--- src/rtl/alu_pkg.sv ---
// alu_pkg: ALU op codes, arbiter FSM encoding and client ID type shared by the ALU arbiter slice.
package alu_pkg;

  localparam int unsigned ALU_OP_W  = 4;
  localparam int unsigned ARB_CNT_W = 4;  // holds ALU latencies 1..15

  localparam logic [ALU_OP_W-1:0] ALU_ADD  = 4'b0000;
  localparam logic [ALU_OP_W-1:0] ALU_SUB  = 4'b0001;
  localparam logic [ALU_OP_W-1:0] ALU_AND  = 4'b0010;
  localparam logic [ALU_OP_W-1:0] ALU_OR   = 4'b0011;
  localparam logic [ALU_OP_W-1:0] ALU_XOR  = 4'b0100;
  localparam logic [ALU_OP_W-1:0] ALU_SLL  = 4'b0101;
  localparam logic [ALU_OP_W-1:0] ALU_SRL  = 4'b0110;
  localparam logic [ALU_OP_W-1:0] ALU_SLTU = 4'b0111;

  typedef enum logic [1:0] {
    ST_IDLE = 2'd0,
    ST_WAIT = 2'd1,
    ST_RESP = 2'd2
  } arb_state_e;

  typedef enum logic {
    CLIENT_0 = 1'b0,
    CLIENT_1 = 1'b1
  } client_id_e;

endpackage

--- src/rtl/alu_rr_arb.sv ---
// alu_rr_arb: 2-way grant selection for the ALU arbiter, round robin on contention.
// Build option ALU_ARB_FIXED_PRIO_EN: client 0 always wins, no last-grant state.
module alu_rr_arb
  import alu_pkg::*;
(
  input  logic clk,
  input  logic reset,
  input  logic req0_valid,
  input  logic req1_valid,
  input  logic accept,
  output logic grant_c
);

`ifdef ALU_ARB_FIXED_PRIO_EN
  logic unused_arb;
  assign unused_arb = ^{clk, reset, accept};

  // Client 1 is picked only when client 0 is not asking.
  always_comb begin
    grant_c = CLIENT_0;
    if (!req0_valid && req1_valid) grant_c = CLIENT_1;
  end
`else
  client_id_e last_grant_q;
  client_id_e last_grant_d;

  // On contention serve whoever was not served last.
  always_comb begin
    grant_c = CLIENT_0;
    if (req0_valid && req1_valid) grant_c = ~last_grant_q;
    else if (req1_valid)          grant_c = CLIENT_1;
  end

  always_comb begin
    last_grant_d = last_grant_q;
    if (accept) last_grant_d = client_id_e'(grant_c);
  end

  always_ff @(posedge clk or negedge reset) begin
    if (!reset) last_grant_q <= CLIENT_1;
    else        last_grant_q <= last_grant_d;
  end
`endif

endmodule

--- src/rtl/alu_arbiter.sv ---
// alu_arbiter: shares one registered-output ALU between two clients, one operation in flight.
// Build option ALU_ARB_FIXED_PRIO_EN (inside alu_rr_arb) selects fixed priority to client 0.
module alu_arbiter
  import alu_pkg::*;
#(
  parameter int unsigned WIDTH   = 32,
  parameter int unsigned OPW     = 4,
  parameter int unsigned ALU_LAT = 1
) (
  input  logic             clk,
  input  logic             reset,
  input  logic             req0_valid,
  output logic             req0_ready,
  input  logic [WIDTH-1:0] req0_a,
  input  logic [WIDTH-1:0] req0_b,
  input  logic [OPW-1:0]   req0_op,
  input  logic             req1_valid,
  output logic             req1_ready,
  input  logic [WIDTH-1:0] req1_a,
  input  logic [WIDTH-1:0] req1_b,
  input  logic [OPW-1:0]   req1_op,
  output logic             resp0_valid,
  input  logic             resp0_ready,
  output logic             resp1_valid,
  input  logic             resp1_ready,
  output logic [WIDTH-1:0] resp_data,
  output logic [WIDTH-1:0] alu_rs1,
  output logic [WIDTH-1:0] alu_rs2,
  output logic [OPW-1:0]   alu_op,
  input  logic [WIDTH-1:0] alu_rd
);

  arb_state_e           state_q, state_d;
  logic [ARB_CNT_W-1:0] cnt_q, cnt_d;
  logic                 gid_q, gid_d;
  logic [WIDTH-1:0]     rs1_q, rs1_d;
  logic [WIDTH-1:0]     rs2_q, rs2_d;
  logic [OPW-1:0]       op_q, op_d;
  logic [WIDTH-1:0]     resp_data_q, resp_data_d;
  logic                 resp0_valid_q, resp0_valid_d;
  logic                 resp1_valid_q, resp1_valid_d;

  logic grant_c;
  logic idle_c;
  logic accept_c;
  logic capture_c;
  logic take_c;

  alu_rr_arb u_arb (
    .clk        (clk),
    .reset      (reset),
    .req0_valid (req0_valid),
    .req1_valid (req1_valid),
    .accept     (accept_c),
    .grant_c    (grant_c)
  );

  // Ready is held low while reset is asserted so no handshake can be seen then.
  assign idle_c     = reset && (state_q == ST_IDLE);
  assign req0_ready = idle_c && !grant_c && req0_valid;
  assign req1_ready = idle_c &&  grant_c && req1_valid;
  assign accept_c   = req0_ready || req1_ready;

  // alu_rd reflects the held operands on the edge that drains the counter, so sample one edge later.
  assign capture_c  = (state_q == ST_WAIT) && (cnt_q == '0);
  assign take_c     = (state_q == ST_RESP) && (gid_q ? resp1_ready : resp0_ready);

  always_ff @(posedge clk or negedge reset) begin
    if (!reset) state_q <= ST_IDLE;
    else        state_q <= state_d;
  end

  always_comb begin
    state_d = state_q;
    case (state_q)
      ST_IDLE: if (accept_c)  state_d = ST_WAIT;
      ST_WAIT: if (capture_c) state_d = ST_RESP;
      ST_RESP: if (take_c)    state_d = ST_IDLE;
      default:                state_d = ST_IDLE;
    endcase
  end

  // Holding registers, latency counter and response registers.
  always_comb begin
    gid_d         = gid_q;
    rs1_d         = rs1_q;
    rs2_d         = rs2_q;
    op_d          = op_q;
    cnt_d         = cnt_q;
    resp_data_d   = resp_data_q;
    resp0_valid_d = resp0_valid_q;
    resp1_valid_d = resp1_valid_q;

    if (accept_c) begin
      gid_d = grant_c;
      rs1_d = grant_c ? req1_a  : req0_a;
      rs2_d = grant_c ? req1_b  : req0_b;
      op_d  = grant_c ? req1_op : req0_op;
      cnt_d = ARB_CNT_W'(ALU_LAT);
    end

    if ((state_q == ST_WAIT) && !capture_c) cnt_d = cnt_q - ARB_CNT_W'(1);

    if (capture_c) begin
      resp_data_d   = alu_rd;
      resp0_valid_d = !gid_q;
      resp1_valid_d = gid_q;
    end

    if (take_c) begin
      resp0_valid_d = 1'b0;
      resp1_valid_d = 1'b0;
    end
  end

  always_ff @(posedge clk or negedge reset) begin
    if (!reset) begin
      gid_q         <= 1'b0;
      rs1_q         <= '0;
      rs2_q         <= '0;
      op_q          <= '0;
      cnt_q         <= '0;
      resp_data_q   <= '0;
      resp0_valid_q <= 1'b0;
      resp1_valid_q <= 1'b0;
    end else begin
      gid_q         <= gid_d;
      rs1_q         <= rs1_d;
      rs2_q         <= rs2_d;
      op_q          <= op_d;
      cnt_q         <= cnt_d;
      resp_data_q   <= resp_data_d;
      resp0_valid_q <= resp0_valid_d;
      resp1_valid_q <= resp1_valid_d;
    end
  end

  assign alu_rs1     = rs1_q;
  assign alu_rs2     = rs2_q;
  assign alu_op      = op_q;
  assign resp_data   = resp_data_q;
  assign resp0_valid = resp0_valid_q;
  assign resp1_valid = resp1_valid_q;

endmodule
--- config.mk ---
export PLATFORM = sky130hd
export DESIGN_NAME = alu_arbiter
export DESIGN_NICKNAME = d
export VERILOG_FILES = /design/src/rtl/alu_pkg.sv /design/src/rtl/alu_rr_arb.sv /design/src/rtl/alu_arbiter.sv
export SDC_FILE = /design/constraint.sdc
export NUM_CORES = 1
export LEC_CHECK = 0
export ABC_AREA = 1
export CAP_MARGIN = 20
export CORE_ASPECT_RATIO = 2
export CORE_UTILIZATION = 37
export DETAILED_ROUTE_END_ITERATION = 10
export PLACE_DENSITY = 0.83
export RECOVER_POWER = 100
export SYNTH_ARGS = -nofsm -noshare
export SYNTH_HDL_FRONTEND = slang
export SYNTH_SLANG_ARGS = --single-unit
--- constraint.sdc ---
create_clock -name clk -period 1.7 [get_ports clk]
set_input_delay 0.255 -clock clk [delete_from_list [all_inputs] [get_ports clk]]
set_output_delay 0.255 -clock clk [all_outputs]
set_load 0.05 [all_outputs]
==> Yosys cells after proc, flatten, opt, wreduce, memory -nomap -nowiden <==
Cells that the tools add are included.
{ "word_totals": {"reg_bits": 110, "in_bits": 174, "output_inout_bits": 104, "wordCells": 51} }
{ "op_classes": {"add_sub_neg": 1, "eq_ne": 5, "n_mux": 16, "bitwise_logic": 1, "reduce_logical": 18} }
{ "ops": {"columns": ["cell", "n"], "rows": [
  ["32-bit 2-to-1 mux", 2],
  ["4-bit 2-to-1 mux", 3],
  ["1-bit logical AND", 9],
  ["1-bit 2-to-1 mux", 7],
  ["2-bit 2-to-1 mux", 3],
  ["2-bit != test (second input constant)", 3],
  ["2-bit case mux with 3 select lines", 1],
  ["4-bit logical NOT", 1],
  ["2-bit nonzero test", 2],
  ["4-bit by 1-bit subtractor with 4-bit output (second input constant)", 1],
  ["1-bit logical NOT", 3],
  ["3-bit AND reduction", 1],
  ["2-bit by 1-bit == test with 1-bit output (second input constant)", 1],
  ["2-bit == test (second input constant)", 1],
  ["2-bit logical NOT", 1],
  ["1-bit logical OR", 1],
  ["1-bit NOT", 1]
]} }

==> Longest topological paths before layout <==
Gate-level depths: netlist of the first run.
{ "depth": {"word_depth": 8, "ltp_mapped": 9} }

==> Cells and area by module <==
Synthesis of the first run repeated with hierarchy kept, for this count alone.
{ "hier_totals": {"hier_cells": 714, "hier_area_um2": 5202.5} }
{ "modules_own_cells": {"columns": ["module", "instances", "cells_each", "area_each_um2", "seq_area_each_um2"], "rows": [
  ["alu_arbiter", 1, 707, 5149.9, 2727.6],
  ["alu_rr_arb", 1, 7, 52.6, 26.3]
]} }

==> Worst setup path before layout of the first run <==
No wires, ideal clock.
{ "synth_timing": {"path_type": "register to output", "startpoint": "register u_arb.last_grant_q", "endpoint": "output req0_ready", "arrival_time_ps": 1577, "slack_ps": -132, "stages_incl_launch_ff": 6, "n_path_buf": 1, "path_cell_list": "dfstp_2 -> nand2_1 -> nand2_2 -> inv_2 -> buf_2 -> nor2_1"} }
{ "synth_via": {"elab_chain_cells": 5} }
{ "synth_lines": {"columns": ["item", "line", "rtl"], "rows": [
  ["start, declared", "alu_rr_arb.sv:24", "client_id_e last_grant_q;"],
  ["start signal, assigned", "alu_rr_arb.sv:41", "else last_grant_q <= last_grant_d;"],
  ["1-bit NOT", "alu_rr_arb.sv:30", "if (req0_valid && req1_valid) grant_c = ~last_grant_q;"],
  ["1-bit 2-to-1 mux", "alu_rr_arb.sv:30", null],
  ["1-bit logical NOT", "alu_arbiter.sv:60", "assign req0_ready = idle_c && !grant_c && req0_valid;"],
  ["1-bit logical AND (2 in series)", "alu_arbiter.sv:60", null],
  ["end, declared", "alu_arbiter.sv:13", "output logic req0_ready,"]
]} }
Every way passes these cells.

==> Final worst setup path of the first run <==
{ "layout_timing": {"startpoint": "register u_arb.last_grant_q", "endpoint": "output req1_ready"} }
{ "layout_via": {"elab_chain_cells": 4} }
{ "layout_lines": {"columns": ["item", "line", "rtl"], "rows": [
  ["1-bit NOT", "alu_rr_arb.sv:30", null],
  ["1-bit 2-to-1 mux", "alu_rr_arb.sv:30", null],
  ["1-bit logical AND (2 in series)", "alu_arbiter.sv:61", "assign req1_ready = idle_c && grant_c && req1_valid;"],
  ["end, declared", "alu_arbiter.sv:18", "output logic req1_ready,"]
]} }
Every way passes these cells.

==> results of run 1 <==
==> synthesized netlist by cell type, types with 2 or more instances <==
cell      number  share of area [%]
buf_2         21                2.0
buf_4         10                1.4
clkbuf_1      11               0.79
dfrtp_1      109                 52
ha_1           2               0.48
inv_1          8               0.57
inv_2          4               0.29
nand2_1      452                 32
nand2_2        3               0.36
nand3_1       74                7.1
nand4_1        5               0.60
nor2_1         5               0.36
o21ai_0        2               0.19
==> where the power goes <==
part	leakage, nW	internal, mW	total (mW)	switching (mW)
Clock	0.150	1.17	2.18	1.01
Combinational	2.59	2.04	8.81	6.77
Sequential	1.37	3.87	4.55	0.681
Total	4.11	7.08	15.5	8.46
==> layout make-up <==
class / count / area, um2 / area share, %
Timing Repair Buffer: 302 / 2420 / 30.3
Inverter: 12 / 47.5 / 0.595
Tap cell: 189 / 236 / 2.96
Clock buffer: 9 / 225 / 2.82
Sequential cell: 110 / 2750 / 34.5
Multi-Input combinational cell: 549 / 2220 / 27.8
Clock inverter: 6 / 78.8 / 0.987
==> cells by family after synthesis <==
| family | after synthesis | share of synthesized area, % |
|---|---|---|
| AOI/OAI and AO/OA | 4 | 0.429 |
| xor gates and xnor gates | 1 | 0.167 |
| adders and majority gates | 2 | 0.477 |
| buffers and inverters | 55 | 5.29 |
| DFF | 110 | 52.5 |
| and+or+nand+nor | 542 | 41.1 |
==> state kept, by name (all words and copies together), names as in the netlist, 2 cells and up <==
signal     cells
alu_rs1       32
alu_rs2       32
resp_data     32
alu_op         4
cnt_q          4
state_q        2
==> placed cells by master, fill, tap and decap left out, types with 3 or more instances in the layout <==
master and count:
buf_12 9, buf_4 13, clkbuf_1 103, clkbuf_16 9
clkdlybuf4s50_1 172, dfrtp_1 109, inv_1 8, inv_2 3
nand2_1 453, nand3_1 75, nand4_1 5, nor2_1 3
==> metrics by stage <==
stage | hold slack [ns] | utilization (%)
after floorplan | -0.0406 | -
after global placement | 0.412 | 58.1
after detailed placement | 0.421 | 58.1
after CTS | 0.0421 | 60.4
after global routing | 0.429 | 57.5
final | 0.365 | 57.5
==> critical path, stage by stage, from the launching register on <==
cell	delay (ns)
dfstp_2	0.54
nand2_1	0.06
nand2_2	0.11
inv_4	0.07
nand2_4	0.06
inv_1	0.06
buf_12	0.15
==> routing by layer <==
metal  part of all wire, %  track usage, %  up-vias  wire length (um)
met5                     0               0        -                 0
met2                    54            41.6      190              9080
met1                    36            22.9     2509              5960
li1                      -               -     2734                 -
met4                   4.6            13.0        0               761
met3                   5.5            4.66       49               927
==> final timing paths <==
kind                                    startpoint            endpoint  slack, ns
worst min-delay path                         reset         alu_rs2[20]       0.37
worst min register to register  u_arb.last_grant_q  u_arb.last_grant_q       0.48
worst max-delay path            u_arb.last_grant_q          req1_ready       0.06
worst max register to register  u_arb.last_grant_q          alu_rs1[0]       0.12
max in group asynchronous                    reset         alu_rs1[11]       0.32
min in group clk                             reset  u_arb.last_grant_q       0.42
==> what timing repair did <==
| action | in CTS | in global routing |
|---|---|---|
| resized for setup | 2 | 2 |
| buffers inserted | 2 | 1 |
| pin swaps | 2 | 1 |
| endpoints found under the setup margin | 2 | 2 |
==> run metrics, run 1 <==
number of remaining DRC errors 0; vias per inst 4.66; Mapped Nets 890; max-slew violation count 100; peak supply drop 0.000751 V; failing checks slew limit; Post-Syn Area per Cell 7.35 um2; Distinct cells, synth 21; clk_skew 0.00706 ns; RSZ-0062 raised after global routing no; hold buffers post-CTS 0; Clock Tree Buf Depth 2; die width 86.2 um; PD cells 1950 mW/mm2; Antenna Nets Post-Route 0; Setup TNS 0 ns; Worst Path Max Fanout 4; setup slack after layout 0.0580 ns; Post-synth EDFFs 0; status complete, but fails checks; dominant synthesized flop cell dfrtp_1; global-route wire length before repair 25,700 um; Worst Tran Pin Value 1.52 ns; Placed Area 0.00807 mm2; per-cell routed wire length 14.2 um; H-tree level count 3; pre-CTS setup slack -0.0292 ns; Final Cycle Share 96.6%; leakage power 4.11 nW; Post-Syn Instances 714; minimum clock period 1.64 ns; core area 0.0139 mm2; critical path arrival 1.39 ns; vias 5,482; share of layout cells above drive strength 1 5.36%; CTS tree yes; Synth Warn # 0; Sink Count 110; area delta synth->final 52.2%; Clock Pin Slew Worst Setup and Hold Paths 0.08 ns; hold crit path type in2async; Finished Layout Cells 1,177; DP HPWL 12,600 um; RePlAce Congestion 0.827; # setup viols final 0; Final Hold Viols 0; clock buffer count from CTS 9; DR pass1 iterations 4; Clk Tree Root Cell clkbuf_16; Routed WL 16,700 um; Final Net Count 1,160; vias in the first global route 5,363; Starting Density 37.8%; Port Buffers 277; Reg2Reg Depth 9; placed insts 1,159; asr flop ratio synth 100%; total power 15.5 mW; WP data required 1.44 ns; worst slew margin relative to its limit -1.36%; die area 0.0147 mm2; io pins 278; Finished Cell Area 0.00799 mm2; DRT iter0 DRCs 292; synthesized flop and latch total 110; FMAX 609 MHz; GRT Resource Usage Total 22.5%; Fill cells 1,391; FP Rows 61; die span in y 170 um; critical path class reg2out; largest net degree at the start of global routing 111; Synth Cell Area 0.00525 mm2; Max-Cap Viols 0; critical path launch point type register; # diodes 0; post-synthesis sequential area ratio 52.5%; worst skew pair latency 0.35 ns; grt ovf 0; crit path capture type primary output; initial antenna violation count 0
(Power assumes the default switching activity.)
==> run 2: changes to the inputs <==
RECOVER_POWER = unset   (was 100)
==> run 2 against run 1 <==
The run ends with hold timing left. Clock skew fell by 0.00063 ns. First-iteration DRC count fell by 4.8%. Utilization rose by 3.0 points. Clock power barely moved. Sequential cell count did not move. Cell count did not move. Worst hold slack got worse by 0.39 ns. Critical path type unchanged. Critical endpoint unchanged. Largest cell class is now non-clock buffers. Highest routed layer unchanged.
==> run metrics, run 2 (synthesis gave the netlist of run 1 again) <==
status complete, but fails checks (unchanged); failing checks hold timing (was slew limit); max-slew violation count 0 (was 100); area delta synth->final 60.2% (was 52.2%); Final Net Count 1,160 (unchanged); most common cell after layout, fill and taps aside nand2_1 (unchanged); DP HPWL 12,600 um (unchanged); FMAX 611 MHz (was 609 MHz); core area 0.0139 mm2 (unchanged); critical path arrival 1.38 ns (was 1.39 ns); # setup viols final 0 (unchanged); critical path class reg2out (unchanged); vias per inst 4.68 (was 4.66); minimum clock period 1.64 ns (about the same); Routed WL 16,800 um (was 16,700 um); RSZ-0062 raised after global routing no (unchanged); io pins 278 (unchanged); die span in y 170 um (unchanged); H-tree level count 3 (unchanged); RR Startpoint u_arb.last_grant_q (unchanged); beginning of the critical path u_arb.last_grant_q (unchanged); Placed Area 0.00807 mm2 (unchanged); Worst Tran Pin Value 0.628 ns (was 1.52 ns); Max stage delay on crit path 0.54 ns (about the same); Finished Cell Area 0.00841 mm2 (was 0.00799 mm2); Worst Path Max Fanout 4 (unchanged); share of layout cells above drive strength 1 16.0% (was 5.36%); die area 0.0147 mm2 (unchanged); worst slew margin relative to its limit 58.1% (was -1.36%); initial antenna violation count 0 (unchanged); RePlAce Congestion 0.827 (unchanged); worst hold margin -0.0216 ns (was 0.365 ns); Clk Tree Root Cell clkbuf_16 (unchanged); Final Hold Viols 21 (was 0); Clock Tree Buf Depth 2 (unchanged); Starting Density 37.8% (unchanged); clk_skew 0.00644 ns (was 0.00706 ns); FP Rows 61 (unchanged); Sink Count 110 (unchanged); Clock Pin Slew Worst Setup and Hold Paths 0.08 ns (about the same); critical path launch point type register (unchanged); DR pass1 iterations 5 (was 4); die width 86.2 um (unchanged); PD cells 1980 mW/mm2 (was 1950 mW/mm2); Max-Cap Viols 0 (unchanged); # diodes 0 (unchanged); ordered list of cells on the worst path nand2_1, nand2_2, inv_4, nand2_4, inv_1, buf_12 (unchanged); largest net degree at the start of global routing 111 (unchanged); grt ovf 0 (unchanged); worst skew pair latency 0.34 ns (was 0.35 ns); vias 5,507 (was 5,482); R2R Setup Slk 0.17 ns (was 0.12 ns); per-cell routed wire length 14.2 um (about the same); vias in the first global route 5,363 (unchanged); DRT iter0 DRCs 278 (was 292); Port Buffers 277 (unchanged); peak supply drop 0.000791 V (was 0.000751 V); number of remaining DRC errors 0 (unchanged); hold buffers post-CTS 0 (unchanged); CTS tree yes (unchanged); placed insts 1,159 (unchanged); WP data required 1.44 ns (about the same); crit path capture type primary output (unchanged); Final Cycle Share 96.3% (was 96.6%); hold crit path type in2async (unchanged); global-route wire length before repair 25,700 um (unchanged); most frequent cells in the layout nand2_1 (452), clkdlybuf4s50_1 (172), buf_4 (119), dfrtp_1 (109), nand3_1 (74) (was nand2_1 (453), clkdlybuf4s50_1 (172), dfrtp_1 (109), clkbuf_1 (103), nand3_1 (75)); Antenna Nets Post-Route 0 (unchanged); GRT Resource Usage Total 22.5% (unchanged); clock buffer count from CTS 9 (unchanged); slowest library cell on the worst path dfstp_2 (unchanged); leakage power 4.51 nW (was 4.11 nW); Finished Layout Cells 1,177 (unchanged)
-- run 2: cell count changes in the layout (fill, tap and decap cells not counted), sizes merged --
cell / before / now
buf: 23 / 130
clkbuf: 116 / 9
-- run 2: area by class of cell --
cell class                      instances  area [um2]
Tap cell                              189         236
Sequential cell                       110        2750
Clock inverter                          6        78.8
Clock buffer                            9         225
Inverter                               12        47.5
Multi-Input combinational cell        549        2230
Timing Repair Buffer                  302        2840
Fill cell                            1255        5480
-- run 2: power by group --
| group | internal, mW | total [mW] | switching (mW) |
|---|---|---|---|
| Sequential | 3.87 | 4.58 | 0.707 |
| Clock | 1.17 | 2.17 | 1.01 |
| Combinational | 3.06 | 9.85 | 6.79 |
| Total | 8.10 | 16.6 | 8.50 |
-- run 2: layer usage --
layer	vias up	GRT usage [%]	wire length [um]
li1	2732	-	-
met1	2531	22.9	6050
met2	191	41.6	8970
met3	53	4.66	889
met4	0	13.0	850
met5	-	0	0
-- run 2: what timing repair did --
item	4_1_cts	5_1_grt
buffers inserted	2	1
endpoints found under the setup margin	2	2
resized for setup	2	2
pin swaps	2	1
-- run 2: worst max-delay path, delay by kind of cell, from the launching register on --
family	cells	cell delay (ns)
and+or+nand+nor	3	0.23
buffers and inverters	3	0.28
DFF	1	0.54
-- run 2: worst paths after layout --
kind                            cells after the start                 end
min in group clk                                    6  u_arb.last_grant_q
worst max-delay path                                6          req1_ready
max in group asynchronous                           2          alu_rs2[6]
worst max register to register                      9         alu_rs2[20]
worst min register to register                      2  u_arb.last_grant_q
worst min-delay path                                2       resp_data[17]
-- run 2: through the flow --
step / power (mW) / utilization [%] / setup slack (ns) / setup TNS, ns
2_1_floorplan: 11.0 / - / 0.103 / 0
3_3_place_gp: 14.3 / 58.1 / 0.0322 / 0
3_5_place_dp: 14.5 / 58.1 / -0.0292 / -0.127
4_1_cts: 16.7 / 60.4 / 0.0362 / 0
5_1_grt: 17.5 / 60.5 / 0.00482 / 0
6_report: 16.6 / 60.5 / 0.0636 / 0
==> run 3: changes to the inputs <==
PLACE_DENSITY = 0.76   (was 0.83)
==> run 3 against run 2 <==
The flow now finishes without violations. Clock skew grew 0.0044 ns. Setup slack gained 0.014 ns. Combinational power shrank 1%. Die area is the same. Sequential power is essentially flat. Largest power group unchanged. First-iteration DRC count shrank 32%. Utilization is the same. Cell count is essentially flat. Highest routed layer unchanged. Critical endpoint is now req0_ready. Global-route usage is essentially flat. Non-clock buffer count is the same. Sequential share of layout area is the same.
==> run metrics, run 3 (synthesis gave the netlist of run 1 again) <==
status finished, final reports clean (was complete, but fails checks); H-tree level count 3 (unchanged); clk_skew 0.0109 ns (was 0.00644 ns); most common cell after layout, fill and taps aside nand2_1 (unchanged); Max-Cap Viols 0 (unchanged); Crit path depth 5 (was 6); die area 0.0147 mm2 (unchanged); Port Buffers 277 (unchanged); Clock Tree Buf Depth 2 (unchanged); RSZ-0062 raised after global routing no (unchanged); io pins 278 (unchanged); critical path launch point type register (unchanged); clock buffer count from CTS 9 (unchanged); minimum clock period 1.62 ns (was 1.64 ns); Final Hold Viols 0 (was 21); per-cell routed wire length 13.9 um (was 14.2 um); vias in the first global route 5,246 (was 5,363); total power 16.5 mW (was 16.6 mW); die width 86.2 um (unchanged); core area 0.0139 mm2 (unchanged); Final Cycle Share 95.4% (was 96.3%); Clk Tree Root Cell clkbuf_16 (unchanged); Sink Count 110 (unchanged); number of remaining DRC errors 0 (unchanged); beginning of the critical path state_q[1] (was u_arb.last_grant_q); area delta synth->final 60.2% (unchanged); CTS tree yes (unchanged); crit path capture type primary output (unchanged); RR Startpoint u_arb.last_grant_q (unchanged); critical path arrival 1.37 ns (was 1.38 ns); initial antenna violation count 0 (unchanged); Setup TNS 0 ns (unchanged); largest net degree at the start of global routing 89 (was 111); RePlAce Congestion 0.829 (was 0.827); Worst Path Max Fanout 3 (was 4); Antenna Nets Post-Route 0 (unchanged); worst skew pair latency 0.35 ns (was 0.34 ns); DR pass1 iterations 4 (was 5); DRT iter0 DRCs 189 (was 278); vias 5,406 (was 5,507); WP data required 1.44 ns (about the same); peak supply drop 0.000968 V (was 0.000791 V); slowest library cell on the worst path dfrtp_1 (was dfstp_2); RR Endpoint alu_rs1[7] (was alu_rs2[20]); FMAX 616 MHz (was 611 MHz); most frequent cells in the layout nand2_1 (452), clkdlybuf4s50_1 (172), buf_4 (118), dfrtp_1 (109), nand3_1 (74) (was nand2_1 (452), clkdlybuf4s50_1 (172), buf_4 (119), dfrtp_1 (109), nand3_1 (74)); worst slew margin relative to its limit 68.6% (was 58.1%); max-slew violation count 0 (unchanged); DP HPWL 12,200 um (was 12,600 um); # setup viols final 0 (unchanged); Clock Pin Slew Worst Setup and Hold Paths 0.08 ns (about the same); Reg2Reg Depth 8 (was 9); hold crit path type in2async (unchanged); critical path class reg2out (unchanged); FP Rows 61 (unchanged); Max stage delay on crit path 0.41 ns (was 0.54 ns); leakage power 4.51 nW (about the same); GRT Resource Usage Total 22.5% (about the same); # diodes 0 (unchanged); ordered list of cells on the worst path inv_2, nand4_1, buf_6, nor2_4, buf_12 (was nand2_1, nand2_2, inv_4, nand2_4, inv_1, buf_12); global-route wire length before repair 25,500 um (was 25,700 um); vias per inst 4.59 (was 4.68); Final Net Count 1,160 (unchanged); Worst path top cell family by delay flip-flops (unchanged); R2R Setup Slk 0.22 ns (was 0.17 ns); WP buf/inv 3 (unchanged); die span in y 170 um (unchanged); grt ovf 0 (unchanged); critical path endpoint req0_ready (was req1_ready); share of layout cells above drive strength 1 15.9% (was 16.0%); Routed WL 16,300 um (was 16,800 um); Starting Density 37.8% (unchanged); PD cells 1970 mW/mm2 (was 1980 mW/mm2); Worst Tran Pin Value 0.472 ns (was 0.628 ns)
-- run 3: cell types whose count changed in the layout (fill, tap and decap cells not counted), sizes merged --
cell / change
buf: -1
clkinv: +1
dlygate4sd3: +1
-- run 3: per-stage QoR --
step           utilization (%)  worst slack [ns]  instances  hold WS (ns)  instance area [um2]
6_report                  60.5            0.0778       1178      0.000863                 8410
5_1_grt                   60.5           0.00391       1178        0.0333                 8410
4_1_cts                   60.3           0.00332       1175        0.0158                 8380
3_5_place_dp              57.9           -0.0103       1157         0.330                 8040
3_3_place_gp              57.9            0.0243       1157         0.322                 8040
2_1_floorplan                -             0.103        714       -0.0406                 5250
-- run 3: what timing repair did --
item / in CTS / in global routing
endpoints found under the setup margin: 2 / 2
pin swaps: 1 / 1
buffers inserted: 1 / 3
resized for setup: 3 / 1
gates cloned: 0 / 0
endpoints found under the hold margin: 22 / 0
hold buffers: 1 / 0
-- run 3: worst min path at each step --
stage	from	to	slack, ns	depth (start not counted)
after floorplan	reset	alu_op[0]	-0.04	0
after global placement	reset	state_q[1]	0.32	2
after detailed placement	reset	state_q[0]	0.33	2
after CTS	reset	alu_rs2[17]	0.02	2
after global routing	reset	alu_rs2[20]	0.03	2
final	reset	alu_rs2[17]	0.0009	2
-- run 3: power breakdown --
group	leakage, nW	internal, mW	total (mW)	switching [mW]
Combinational	2.99	3.05	9.74	6.70
Sequential	1.37	3.87	4.58	0.708
Clock	0.154	1.18	2.22	1.04
Total	4.51	8.10	16.5	8.44
-- run 3: worst register-to-register path, stage by stage (launching register included) --
cell and delay [ns]:
dfstp_2 0.54, nand2_1 0.06, nand2_2 0.10, inv_4 0.06, nand2_4 0.07, buf_4 0.13
buf_4 0.27, nand3_1 0.11, nand2_1 0.09
-- run 3: layout make-up --
cell class	count	area [um2]
Tap cell	189	236
Clock buffer	9	225
Inverter	12	47.5
Multi-Input combinational cell	549	2230
Clock inverter	7	87.6
Fill cell	1294	5480
Timing Repair Buffer	302	2830
Sequential cell	110	2750
-- run 3: metal layers --
metal / global-route usage [%] / wire [um] / up-vias
met5: 0 / 0 / -
met4: 12.5 / 683 / 0
met3: 3.69 / 783 / 43
met2: 40.8 / 8880 / 191
met1: 24.4 / 5970 / 2433
li1: - / - / 2739
